--- config.mk ---
export PLATFORM = sky130hd
export DESIGN_NAME = uart_tx_port_flat
export DESIGN_NICKNAME = d
export VERILOG_FILES = /design/src/rtl/uart_tx_port_if.sv /design/src/rtl/uart_tx_port.sv /design/src/flat_wrapper.sv
export SDC_FILE = /design/constraint.sdc
export NUM_CORES = 1
export LEC_CHECK = 0
export CAP_MARGIN = 40
export CORE_MARGIN = 2
export CORE_UTILIZATION = 43
export CTS_CLUSTER_SIZE = 25
export DETAILED_ROUTE_END_ITERATION = 8
export PLACE_DENSITY = 0.72
export SLEW_MARGIN = 20
export SYNTH_ARGS = -nofsm -noshare
export SYNTH_HDL_FRONTEND = slang
export SYNTH_SLANG_ARGS = --single-unit
--- constraint.sdc ---
create_clock -name clk -period 8.6 [get_ports clk]
set_clock_uncertainty 0.05 [all_clocks]
set_input_delay 0.86 -clock clk [delete_from_list [all_inputs] [get_ports clk]]
set_output_delay 0.86 -clock clk [all_outputs]
set_load 0.02 [all_outputs]
--- src/rtl/uart_tx_port_if.sv ---
// rtl/uart_tx_port_if.sv - CPU bus and serial pins of the UART transmitter
//
// Purpose: bundles the decoder-slot bus (data_in/data_out/address/rw/ce),
// the interrupt pulse and the tx pin into one interface.
// Modports:
//   master - CPU/decoder side: drives data_in, address, rw, ce
//   slave  - peripheral side: drives data_out, irq, tx
interface uart_tx_port_if #(
  parameter int DATA_WIDTH = 32
);
  logic [DATA_WIDTH-1:0] data_in;
  logic [DATA_WIDTH-1:0] data_out;
  logic [3:0]            address;
  logic                  rw;
  logic                  ce;
  logic                  irq;
  logic                  tx;

  modport master (
    output data_in, address, rw, ce,
    input  data_out, irq, tx
  );

  modport slave (
    input  data_in, address, rw, ce,
    output data_out, irq, tx
  );
endinterface

--- src/rtl/uart_tx_port.sv ---
// rtl/uart_tx_port.sv - memory-mapped 8N1 UART transmitter with TX FIFO
//
// Purpose: CPU pushes bytes into a FIFO; an FSM serialises them LSB first
// with a programmable bit period of DIV+1 cycles and optionally pulses irq
// once the FIFO and shifter have drained.
// Ports:
//   clk  - system clock, rising edge
//   rst  - synchronous, active-high reset
//   bus  - uart_tx_port_if.slave: data_in, data_out (combinational from
//          address), address, rw, ce, irq (one-cycle pulse), tx (idle high)
// Registers: 0x0 TX_DATA (W), 0x1 STATUS (R, write clears overflow),
//            0x2 DIV [15:0], 0x3 IRQ_EN [0].
module uart_tx_port #(
  parameter int DATA_WIDTH  = 32,
  parameter int FIFO_DEPTH  = 8,
  parameter int DEFAULT_DIV = 216
) (
  input  logic           clk,
  input  logic           rst,
  uart_tx_port_if.slave  bus
);
  localparam int PW = $clog2(FIFO_DEPTH);
  localparam int CW = PW + 1;

  typedef enum logic [1:0] {IDLE, START, DATA, STOP} state_t;

  state_t          state, state_next;
  logic [7:0]      mem [FIFO_DEPTH];
  logic [PW-1:0]   wr_ptr, rd_ptr;
  logic [CW-1:0]   count;
  logic [7:0]      shift_q;
  logic [2:0]      bit_cnt;
  logic [15:0]     baud;
  logic [15:0]     div_q;
  logic            irq_en_q;
  logic            ovf_q;
  logic            tx_q, tx_next;
  logic            irq_q, irq_next;
  logic            load, reload, dec, shift_en;

  logic empty, full, wr_en, push_req, push;
  assign empty    = (count == '0);
  assign full     = (count == CW'(FIFO_DEPTH));
  assign wr_en    = bus.ce && bus.rw;
  assign push_req = wr_en && (bus.address == 4'h0);
  // Fullness is judged before this cycle's pop, so a pop never rescues a push.
  assign push     = push_req && !full;

  always_comb begin
    state_next = state;
    tx_next    = tx_q;
    load       = 1'b0;
    reload     = 1'b0;
    dec        = 1'b0;
    shift_en   = 1'b0;
    irq_next   = 1'b0;
    case (state)
      IDLE: begin
        tx_next = 1'b1;
        if (!empty) begin
          load       = 1'b1;
          state_next = START;
          tx_next    = 1'b0;
        end
      end
      START: begin
        if (baud == '0) begin
          reload     = 1'b1;
          state_next = DATA;
          tx_next    = shift_q[0];
        end else begin
          dec = 1'b1;
        end
      end
      DATA: begin
        if (baud == '0) begin
          reload = 1'b1;
          if (bit_cnt == 3'd7) begin
            state_next = STOP;
            tx_next    = 1'b1;
          end else begin
            shift_en = 1'b1;
            // tx is registered, so present the bit that will be at [0] after the shift.
            tx_next  = shift_q[1];
          end
        end else begin
          dec = 1'b1;
        end
      end
      STOP: begin
        tx_next = 1'b1;
        if (baud == '0) begin
          state_next = IDLE;
          // A non-empty FIFO means another frame follows: stay quiet.
          irq_next   = empty && irq_en_q;
        end else begin
          dec = 1'b1;
        end
      end
      default: state_next = IDLE;
    endcase
  end

  // FIFO storage has no reset; validity is tracked entirely by the pointers.
  always_ff @(posedge clk) begin
    if (push) mem[wr_ptr] <= bus.data_in[7:0];
  end

  always_ff @(posedge clk) begin
    if (rst) begin
      state    <= IDLE;
      tx_q     <= 1'b1;
      irq_q    <= 1'b0;
      shift_q  <= '0;
      bit_cnt  <= '0;
      baud     <= '0;
      div_q    <= 16'(DEFAULT_DIV);
      irq_en_q <= 1'b0;
      ovf_q    <= 1'b0;
      wr_ptr   <= '0;
      rd_ptr   <= '0;
      count    <= '0;
    end else begin
      state <= state_next;
      tx_q  <= tx_next;
      irq_q <= irq_next;

      // A DIV write only lands here at the next reload.
      if (load) begin
        shift_q <= mem[rd_ptr];
        bit_cnt <= '0;
        baud    <= div_q;
      end else if (reload) begin
        baud <= div_q;
      end else if (dec) begin
        baud <= baud - 16'd1;
      end
      if (shift_en) begin
        shift_q <= {1'b0, shift_q[7:1]};
        bit_cnt <= bit_cnt + 3'd1;
      end

      if (push) wr_ptr <= wr_ptr + PW'(1);
      if (load) rd_ptr <= rd_ptr + PW'(1);
      case ({push, load})
        2'b10:   count <= count + CW'(1);
        2'b01:   count <= count - CW'(1);
        default: count <= count;
      endcase

      if (wr_en && bus.address == 4'h2) div_q    <= bus.data_in[15:0];
      if (wr_en && bus.address == 4'h3) irq_en_q <= bus.data_in[0];
      if (wr_en && bus.address == 4'h1) ovf_q <= 1'b0;
      else if (push_req && full)        ovf_q <= 1'b1;
    end
  end

  always_comb begin
    bus.data_out = '0;
    case (bus.address)
      4'h1: begin
        bus.data_out[0]       = empty;
        bus.data_out[1]       = full;
        bus.data_out[2]       = (state != IDLE);
        bus.data_out[3]       = ovf_q;
        bus.data_out[4 +: CW] = count;
      end
      4'h2:    bus.data_out[15:0] = div_q;
      4'h3:    bus.data_out[0]    = irq_en_q;
      default: bus.data_out = '0;
    endcase
  end

  assign bus.tx  = tx_q;
  assign bus.irq = irq_q;
endmodule

--- src/flat_wrapper.sv ---
// flat-port wrapper written by rule: the top's interface ports become plain ports
module uart_tx_port_flat 
#(
  parameter int DATA_WIDTH  = 32,
  parameter int FIFO_DEPTH  = 8,
  parameter int DEFAULT_DIV = 216
)
  (clk, rst, bus_data_in, bus_address, bus_rw, bus_ce, bus_data_out, bus_irq, bus_tx);
  uart_tx_port_if #(.DATA_WIDTH(DATA_WIDTH)) bus_i ();
  input  logic clk;
  input  logic rst;
  input wire logic [$bits(bus_i.data_in)-1:0] bus_data_in;
  input wire logic [$bits(bus_i.address)-1:0] bus_address;
  input wire logic [$bits(bus_i.rw)-1:0] bus_rw;
  input wire logic [$bits(bus_i.ce)-1:0] bus_ce;
  output wire logic [$bits(bus_i.data_out)-1:0] bus_data_out;
  output wire logic [$bits(bus_i.irq)-1:0] bus_irq;
  output wire logic [$bits(bus_i.tx)-1:0] bus_tx;
  assign bus_i.data_in = bus_data_in;
  assign bus_i.address = bus_address;
  assign bus_i.rw = bus_rw;
  assign bus_i.ce = bus_ce;
  assign bus_data_out = bus_i.data_out;
  assign bus_irq = bus_i.irq;
  assign bus_tx = bus_i.tx;
  uart_tx_port #(.DATA_WIDTH(DATA_WIDTH), .FIFO_DEPTH(FIFO_DEPTH), .DEFAULT_DIV(DEFAULT_DIV)) u_core (.clk(clk), .rst(rst), .bus(bus_i));
endmodule
# [After elaboration in Yosys (flattened, before gate mapping)]
# Memory sizes are Yosys's and may differ from the RTL's. A register that Yosys moved wholly into a read port is not among the register bits.
# Index checks and enable logic that the tools add are counted.
# W data, S select, Z words.
[word_totals] inputBits=40 wordCells=96 regBits=59 memories=1 ramBits=64 output_inout_bits=34
[mem_list] memory="u_core.mem" words=8 word_bits=8 rd=1 rd_clocked_by_memory_dff=1 wr=1 line_no="uart_tx_port.sv:28" source="logic [7:0] mem [FIFO_DEPTH];"
[op_classes] addsub=6 n_eq_ne=15 muxes=35 n_reduce_logical=24 bitwise_logic=2
[ops] op="$mux W16" count=3
[ops] op="$logic_not A16 Y1" count=1
[ops] op="$sub A16 B1 Y16 const B" count=1
[ops] op="$mux W1" count=15
[ops] op="$mux W7" count=2
[ops] op="$pmux W7 S2" count=1
[ops] op="$mux W3" count=4
[ops] op="$mux W2" count=5
[ops] op="$add A3 B1 Y3 const B" count=3
[ops] op="$eq A4 B2 Y1 const B" count=2
[ops] op="$logic_and A1 B1 Y1" count=8
[ops] op="$logic_not A4 Y1" count=2
[ops] op="$mux W8" count=1
[ops] op="$ne A2 B1 Y1 const B" count=4
[ops] op="$pmux W2 S4" count=1
[ops] op="$pmux W4 S2" count=1
[ops] op="$eq A2 B2 Y1 const B" count=3
[ops] op="$reduce_bool A2 Y1" count=3
[ops] op="$reduce_or A2 Y1" count=3
[ops] op="$reduce_or A3 Y1" count=2
[ops] op="$reduce_and A5 Y1" count=1
[ops] op="$add A4 B1 Y4 const B" count=1
[ops] op="$eq A2 B1 Y1 const B" count=2
[ops] op="$eq A4 B1 Y1 const B" count=1
[ops] op="other kinds (11)" count=12

# [Logic depth before layout (Yosys ltp)]
# Gate-level depths: netlist of run 1.
[depth] depth_word=6 mapped_depth=13 depth_no_buf=11

# [Worst setup path after synthesis of run 1]
# No wires, ideal clock.
[synth_path] kind="input-to-output" startpoint="input bus_address[0]" endpoint="output bus_data_out[5]" cell_stages=3 required_time_ns=7.690 t_arrival_ns=2.147 path_buffers=1 setup_slack_ns=5.543 cell_sequence="nor4b_1 > clkbuf_1 > a22o_1"
[synth_between] elab_chain_cells=2 elab_cells_between_ends=3 classes_between="eq/ne (2); mux (1)"
[synth_lines] element="start: declaration" line_no="flat_wrapper.sv:13" source="input wire logic [$bits(bus_i.address)-1:0] bus_address;"
[synth_lines] element="$eq A4 B2 Y1 or $eq A4 B1 Y1 (tied branches)" line_no="uart_tx_port.sv:160" source="case (bus.address)"
[synth_lines] element="$pmux W7 S2 (*)" line_no="uart_tx_port.sv:160"
[synth_lines] element="end: declaration" line_no="flat_wrapper.sv:16" source="output wire logic [$bits(bus_i.data_out)-1:0] bus_data_out;"
# Every way passes the cells marked *; elsewhere a longest branch is shown, timed or not.

# [Worst setup path in the final report of run 1]
[layout_path] startpoint="input bus_address[0]" endpoint="output bus_data_out[2]"
# Same word-level chain as after synthesis.

==> flow_summary_export.csv, run 1 <==
group,metric,value,unit
critical_path,critPathMaxFanout,17,
sta,fin_setup_tns,0,ns
routing,num_vias,4131,
hold_path,hold_path_class,"register to register",
pwr,p_int,1.496,mW
grt,busiest_layer,"met2",
synth,synthArstFlopShare,0,%
synth,yosysSeqAreaShare,55.10,%
pwr,leakage,2.372,nW
pwr,vdd_drop_max,0.1774,mV
synth,ys_ff_latch,126,
grt,antenna_found_initial,0,
clock_tree,cts_hold_buf,0,
pwr,power_frac_clock,30.1,%
critical_path,worstPathArrival,3.08,ns
floorplanning,initial_core_util,43.70,%
synth,ys.warnings.count,0,
critical_path,required,7.69,ns
sta,hold_viol,0,
floorplanning,core_area,13140,µm²
final_layout,final_nets,600,
routing,wirelength,12870,µm
synth,synth_area,5741,µm²
clock_tree,cts_tree,"done",
final_layout,instances_no_fill,735,
pwr,power.density,336.8,nW/µm²
clock_tree,htree_levels,4,
synth,synth_top_area_share,33.48,%
clock_tree,insertion_delay,0.41,ns
clock_tree,clock_path_buffers,2,
hold_path,min_from,"u_core.shift_q[2]$_SDFFE_PP0P_",
hold_path,hold_end,"u_core.shift_q[1]$_SDFFE_PP0P_",
synth,synth_edf_count,64,
final_layout,syn_to_final_growth,19.75,%
floorplanning,die_y,119.5,µm
pwr,swShare,35.40,%
routing,drc,0,
pwr,power.switching,0.8196,mW
synth,synth_ff_type,"edfxtp_1",
clock_tree,cts_made_buffers,17,
synth,synth_area_leaders,"edfxtp_1 (33%), dfxtp_1 (22%), mux4_2 (6.3%)",
critical_path,r2r_end,"u_core.count[2]$_SDFFE_PP0P_",
placement,io_buffers,41,
critical_path,regToRegSetupSlack,5.76,ns
placement,dp_hpwl,8647,µm
sta,worst_slew_pin_slew,0.7994,ns
flow_run,drv_cap,0,
routing,detail-route-antenna-nets,0,
routing,routedWlPerCell,17.51,µm
sta,slew_violations,0,
placement,placed_cells,702,
grt,use_met2,30.25,%
final_layout,final_util,52.32,%
final_layout,layout_common_cells,"nand2_1 (76), edfxtp_1 (64), dfxtp_1 (62)",
grt,grt_pass1_wl,21000,µm
clock_tree,cts_setup_buffers,0,
synth,syn_inst,503,
grt,grt_usage,18.95,%
pwr,comb_power_share,36.7,%
pwr,power,2.315,mW
sta,max_slew_margin,46.51,%
final_layout,final_common_cell,"nand2_1",
synth,yosysUniqueCellTypes,61,
sta,hold_slack,0.4026,ns
grt,grt_pass1_vias,4085,
critical_path,endpoint_kind,"output pin",
final_layout,antenna_cells,0,
sta,period_needed,3.991,ns
placement,gp_congestion,0.8613,
routing,dr.pass1.iters,6,
clock_tree,clock_sinks,126,
hold_path,whs_path_depth,2,
grt,met3_usage,4.278,%
status,status,"finished, final reports clean",
critical_path,startpoint_type,"input pin",
routing,drt_iter0_drc,452,
routing,routed_via_density,5.620,
grt,grt-ovfl-total,0,
sta,fmax,0.2506,GHz
sta,setup_violations,0,
clock_tree,ctsRootBufferMaster,"clkbuf_16",
synth,synth_top_cell_by_area,"edfxtp_1",
sta,rsz0062_at_grt,"false",
grt,gr-usage-met1,25.49,%
grt,grt_max_degree,52,
critical_path,path_class,"input pin to output pin",
floorplanning,num_io_pins,74,
floorplanning,die_w,119.5,µm
sta,fin_crit_sh,46.41,%
pwr,seqPwrFrac,33.3,%
final_layout,layout-drive-gt1-share,12.16,%
clock_tree,cts.repair.resized,0,
floorplanning,die_area,14290,µm²
floorplanning,rows,42,
clock_tree,clk_pin_slew,0.06,ns
critical_path,r2r-start,"u_core.count[1]$_SDFFE_PP0P_",
synth,avgSynthCellArea,11.41,µm²
critical_path,rr_worst_depth,9,
worst max-delay path, stage by stage:
cell	delay (ns)
clkdlybuf4s50_1	0.55
nor4b_4	0.78
a22o_1	0.24
clkdlybuf4s50_1	0.65
synthesized netlist by cell type (all sizes together) (2+ instances only):
library cell and count:
or4 5, and2 8, a31oi 7, mux2i 12, and3 4, mux4 16
nand3b 2, a32oi 2, a22oi 3, xor2 8, inv 11, edfxtp 64
ha 13, o21a 4, or3 7, a222oi 3, nor4bb 2, nor3b 2
buf 22, dfxtp 62, nor4b 2, nor2 27, o211ai 12, nand2 77
nand4 3, xnor2 3, a22o 7, nor4 7, nand2b 2, clkbuf 18
or2 2, nand3 13, o21ai 9, nor3 10, a21oi 38
power groups by stage:
stage | registers [mW] | clock network, mW | logic (mW)
after floorplan | 0.755 | 0 | 0.696
final | 0.771 | 0.696 | 0.849
after CTS | 0.770 | 0.705 | 0.842
after detailed placement | 0.780 | 0 | 0.833
after global placement | 0.789 | 0 | 0.789
after global routing | 0.781 | 0.738 | 0.938
kinds of logic after synthesis:
logic type	Yosys count	synth area share [%]
compound gates	95	10.85
xor+xnor	11	1.678
fa+ha+maj	13	2.834
buf+inv	51	4.752
flops	126	55.10
mux	29	8.631
other cells	1	0.06533
simple gates	177	16.09
flip-flops by register name, summed over array words and instances (netlist names), 2 cells and up, named ones only:
signal          cells
u_core.baud        16
u_core.bit_cnt      3
u_core.count        4
u_core.div_q       16
u_core.mem         64
u_core.rd_ptr       3
u_core.shift_q      8
u_core.state        2
u_core.wr_ptr       3
final cells by class:
class | count | area (µm²)
tap | 176 | 220.2
fill | 1119 | 6264
timing repair buffer | 50 | 493.0
sequential | 126 | 3163
multi-input combinational | 341 | 2376
inverter | 11 | 43.79
clock buffer | 18 | 429.2
clock inverter | 13 | 148.9
metrics by stage:
step / worst slack [ns] / cell area, µm²
final: 4.609 / 6874
after global routing: 4.519 / 6874
after CTS: 4.616 / 6859
after detailed placement: 4.622 / 6281
after global placement: 4.355 / 6245
after floorplan: 5.543 / 5797
worst max-delay path by stage:
| stage | startpoint | to |
|---|---|---|
| 2_1_floorplan | bus_address[0] | bus_data_out[5] |
| 3_3_place_gp | bus_address[0] | bus_data_out[2] |
| 3_5_place_dp | bus_address[0] | bus_data_out[2] |
| 4_1_cts | bus_address[0] | bus_data_out[2] |
| 5_1_grt | bus_address[0] | bus_data_out[2] |
| 6_report | bus_address[0] | bus_data_out[2] |
per-layer routing:
layer | vias up | wire length (µm) | part of all wire, %
li1 | 1928 | - | -
met1 | 2026 | 5664 | 44
met2 | 163 | 6265 | 49
met3 | 14 | 773 | 6.0
met4 | 0 | 168 | 1.3
met5 | - | 0 | 0
(Power assumes the default switching activity.)
==> inputs of run 2 (changes only) <==
==> constraint.sdc (replaced) <==
create_clock -name clk -period 3.7 [get_ports clk]
set_clock_uncertainty 0.05 [all_clocks]
set_input_delay 0.37 -clock clk [delete_from_list [all_inputs] [get_ports clk]]
set_output_delay 0.37 -clock clk [all_outputs]
set_load 0.02 [all_outputs]
==> run 2 against run 1 <==
Compared with the run above: clock-buffer cell count up 2; hold slack lost 0.013 ns; via count is 1.5% higher; register-to-register slack lost 4.8 ns; critical path depth is 1 higher; worst setup slack worse by 3.8 ns; critical path type is now register to output pin; critical endpoint is now bus_data_out[0]; largest power group unchanged.
==> flow_summary_export.csv, run 2 (same netlist as run 1, synthesis figures left out) <==
group,metric,value,unit
sta,max_slew_margin,48.88,%
critical_path,rr_worst_depth,10,
pwr,power_frac_clock,32.0,%
critical_path,r2r-start,"u_core.count[0]$_SDFFE_PP0P_",
placement,dp_hpwl,8546,µm
sta,period_needed,2.940,ns
final_layout,reg_top3,"u_core.mem (64), u_core.baud (16), u_core.div_q (16)",
floorplanning,core_area,13140,µm²
critical_path,required,3.28,ns
pwr,vdd_drop_max,0.4975,mV
status,status,"finished, final reports clean",
critical_path,r2r_end,"u_core.count[2]$_SDFFE_PP0P_",
critical_path,path_class,"register to output pin",
critical_path,crit_chain,"or4_4 > o21ai_0 > a21oi_1 > nor3_1 > clkdlybuf4s50_1",
final_layout,regMostFlops,"u_core.mem",
floorplanning,rows,42,
clock_tree,cts_tree,"done",
placement,io_buffers,41,
sta,fmax,0.3401,GHz
sta,hold_viol,0,
pwr,swShare,35.25,%
floorplanning,die_w,119.5,µm
final_layout,layout-drive-gt1-share,13.65,%
critical_path,startpoint_type,"register",
placement,placed_cells,708,
floorplanning,num_io_pins,74,
grt,grt-ovfl-total,0,
placement,gp_congestion,0.8851,
critical_path,cpMaxStageDelayCell,"or4_4",
final_layout,final_nets,604,
routing,drt_iter0_drc,553,
critical_path,endpoint_kind,"output pin",
final_layout,largest_reg_flops,64,
floorplanning,die_y,119.5,µm
routing,wirelength,12780,µm
pwr,leakage,2.419,nW
sta,setup_violations,0,
grt,grt_pass1_wl,20600,µm
floorplanning,initial_core_util,43.70,%
sta,fin_setup_tns,0,ns
critical_path,critPathMaxFanout,8,
clock_tree,ctsRootBufferMaster,"clkbuf_16",
clock_tree,cts_made_buffers,17,
clock_tree,cts_setup_buffers,0,
clock_tree,clock_sinks,126,
routing,num_vias,4193,
placement,placed_area,6305,µm²
sta,slew_violations,0,
routing,routedWlPerCell,17.27,µm
critical_path,critPathLaunch,"u_core.count[0]$_SDFFE_PP0P_",
final_layout,design_area,6944,µm²
final_layout,antenna_cells,0,
sta,fin_crit_sh,79.47,%
pwr,power.switching,1.958,mW
routing,drc,0,
grt,grt_max_degree,51,
clock_tree,clk_pin_slew,0.06,ns
clock_tree,cts_hold_buf,0,
clock_tree,insertion_delay,0.41,ns
routing,detail-route-antenna-nets,0,
critical_path,critical_path.endpoint,"bus_data_out[0]",
final_layout,layout_common_cells,"nand2_1 (76), edfxtp_1 (64), dfxtp_1 (62)",
critical_path,slowest_delay,0.64,ns
pwr,comb_power_share,35.7,%
sta,worst_slew_pin_slew,0.7658,ns
grt,grt_usage,18.55,%
clock_tree,htree_levels,4,
pwr,p_int,3.596,mW
pwr,power.density,799.9,nW/µm²
grt,antenna_found_initial,0,
critical_path,regToRegSetupSlack,0.94,ns
sta,rsz0062_at_grt,"false",
routing,dr.pass1.iters,6,
final_layout,final_common_cell,"nand2_1",
critical_path,worstPathArrival,2.52,ns
hold_path,hold_path_class,"input pin to register",
final_layout,syn_to_final_growth,20.97,%
routing,routed_via_density,5.666,
clock_tree,cts.repair.resized,0,
floorplanning,die_area,14290,µm²
pwr,seqPwrFrac,32.3,%
flow_run,drv_cap,0,
final_layout,final_util,52.86,%
clock_tree,clock_path_buffers,2,
grt,grt_pass1_vias,4043,
final_layout,instances_no_fill,740,
==> run 2: cell count changes in the layout (fill, tap and decap cells not counted), sizes merged <==
cell | before | now
buf | 10 | 14
bufinv | 3 | 4
clkbuf | 18 | 20
clkinv | 6 | 2
clkinvlp | 4 | 3
inv | 11 | 14
==> run 2: worst min-delay path by stage <==
stage                                         from                              to  slack (ns)  cells past startpoint
floorplan             u_core.irq_en_q$_SDFFE_PP0P_       u_core.bus.irq$_SDFF_PP0_        0.38                      2
global placement    u_core.shift_q[7]$_SDFFE_PP0P_  u_core.shift_q[6]$_SDFFE_PP0P_        0.39                      2
detailed placement  u_core.shift_q[2]$_SDFFE_PP0P_  u_core.shift_q[1]$_SDFFE_PP0P_        0.40                      2
CTS                                            rst      u_core.bus.tx$_SDFFE_PP1P_        0.39                      3
global route        u_core.shift_q[4]$_SDFFE_PP0P_  u_core.shift_q[3]$_SDFFE_PP0P_        0.43                      2
finish                                         rst      u_core.bus.tx$_SDFFE_PP1P_        0.39                      3
==> run 2: critical path: cells and delay by family, from the launching register on <==
family                 cells  cell delay [ns]
and+or+nand+nor            2             0.81
DFF                        1             0.38
AOI/OAI and AO/OA          2             0.28
buffers and inverters      1             0.64
==> run 2: layer usage <==
layer | vias to the layer above | part of all wire (%) | GRT usage, %
li1 | 1938 | - | -
met1 | 2044 | 43 | 24.32
met2 | 178 | 48 | 29.57
met3 | 33 | 6.7 | 4.943
met4 | 0 | 2.5 | 7.059
met5 | - | 0 | 0
==> run 2: area by class of cell <==
type                       count  area [µm²]
multi-input combinational    341        2367
timing repair buffer          54       510.5
clock inverter                12       182.7
inverter                      11       43.79
fill                        1123        6193
tap                          176       220.2
sequential                   126        3163
clock buffer                  20       456.7
==> run 2: power by group through the flow <==
stage | clock [mW] | combinational, mW | sequential (mW)
after floorplan | 0 | 1.62 | 1.75
after global placement | 0 | 1.83 | 1.83
after detailed placement | 0 | 1.93 | 1.82
after CTS | 1.80 | 1.96 | 1.79
after global routing | 1.86 | 2.16 | 1.82
final | 1.78 | 1.98 | 1.79
==> run 2: stage by stage <==
stage | hold WS, ns | setup WS [ns] | total power [mW]
global route | 0.4325 | 0.6049 | 5.834
CTS | 0.3942 | 0.7316 | 5.545
detailed placement | 0.3966 | 0.6529 | 3.750
global placement | 0.3902 | 0.7042 | 3.660
floorplan | 0.3782 | 0.9919 | 3.373
finish | 0.3896 | 0.7598 | 5.554
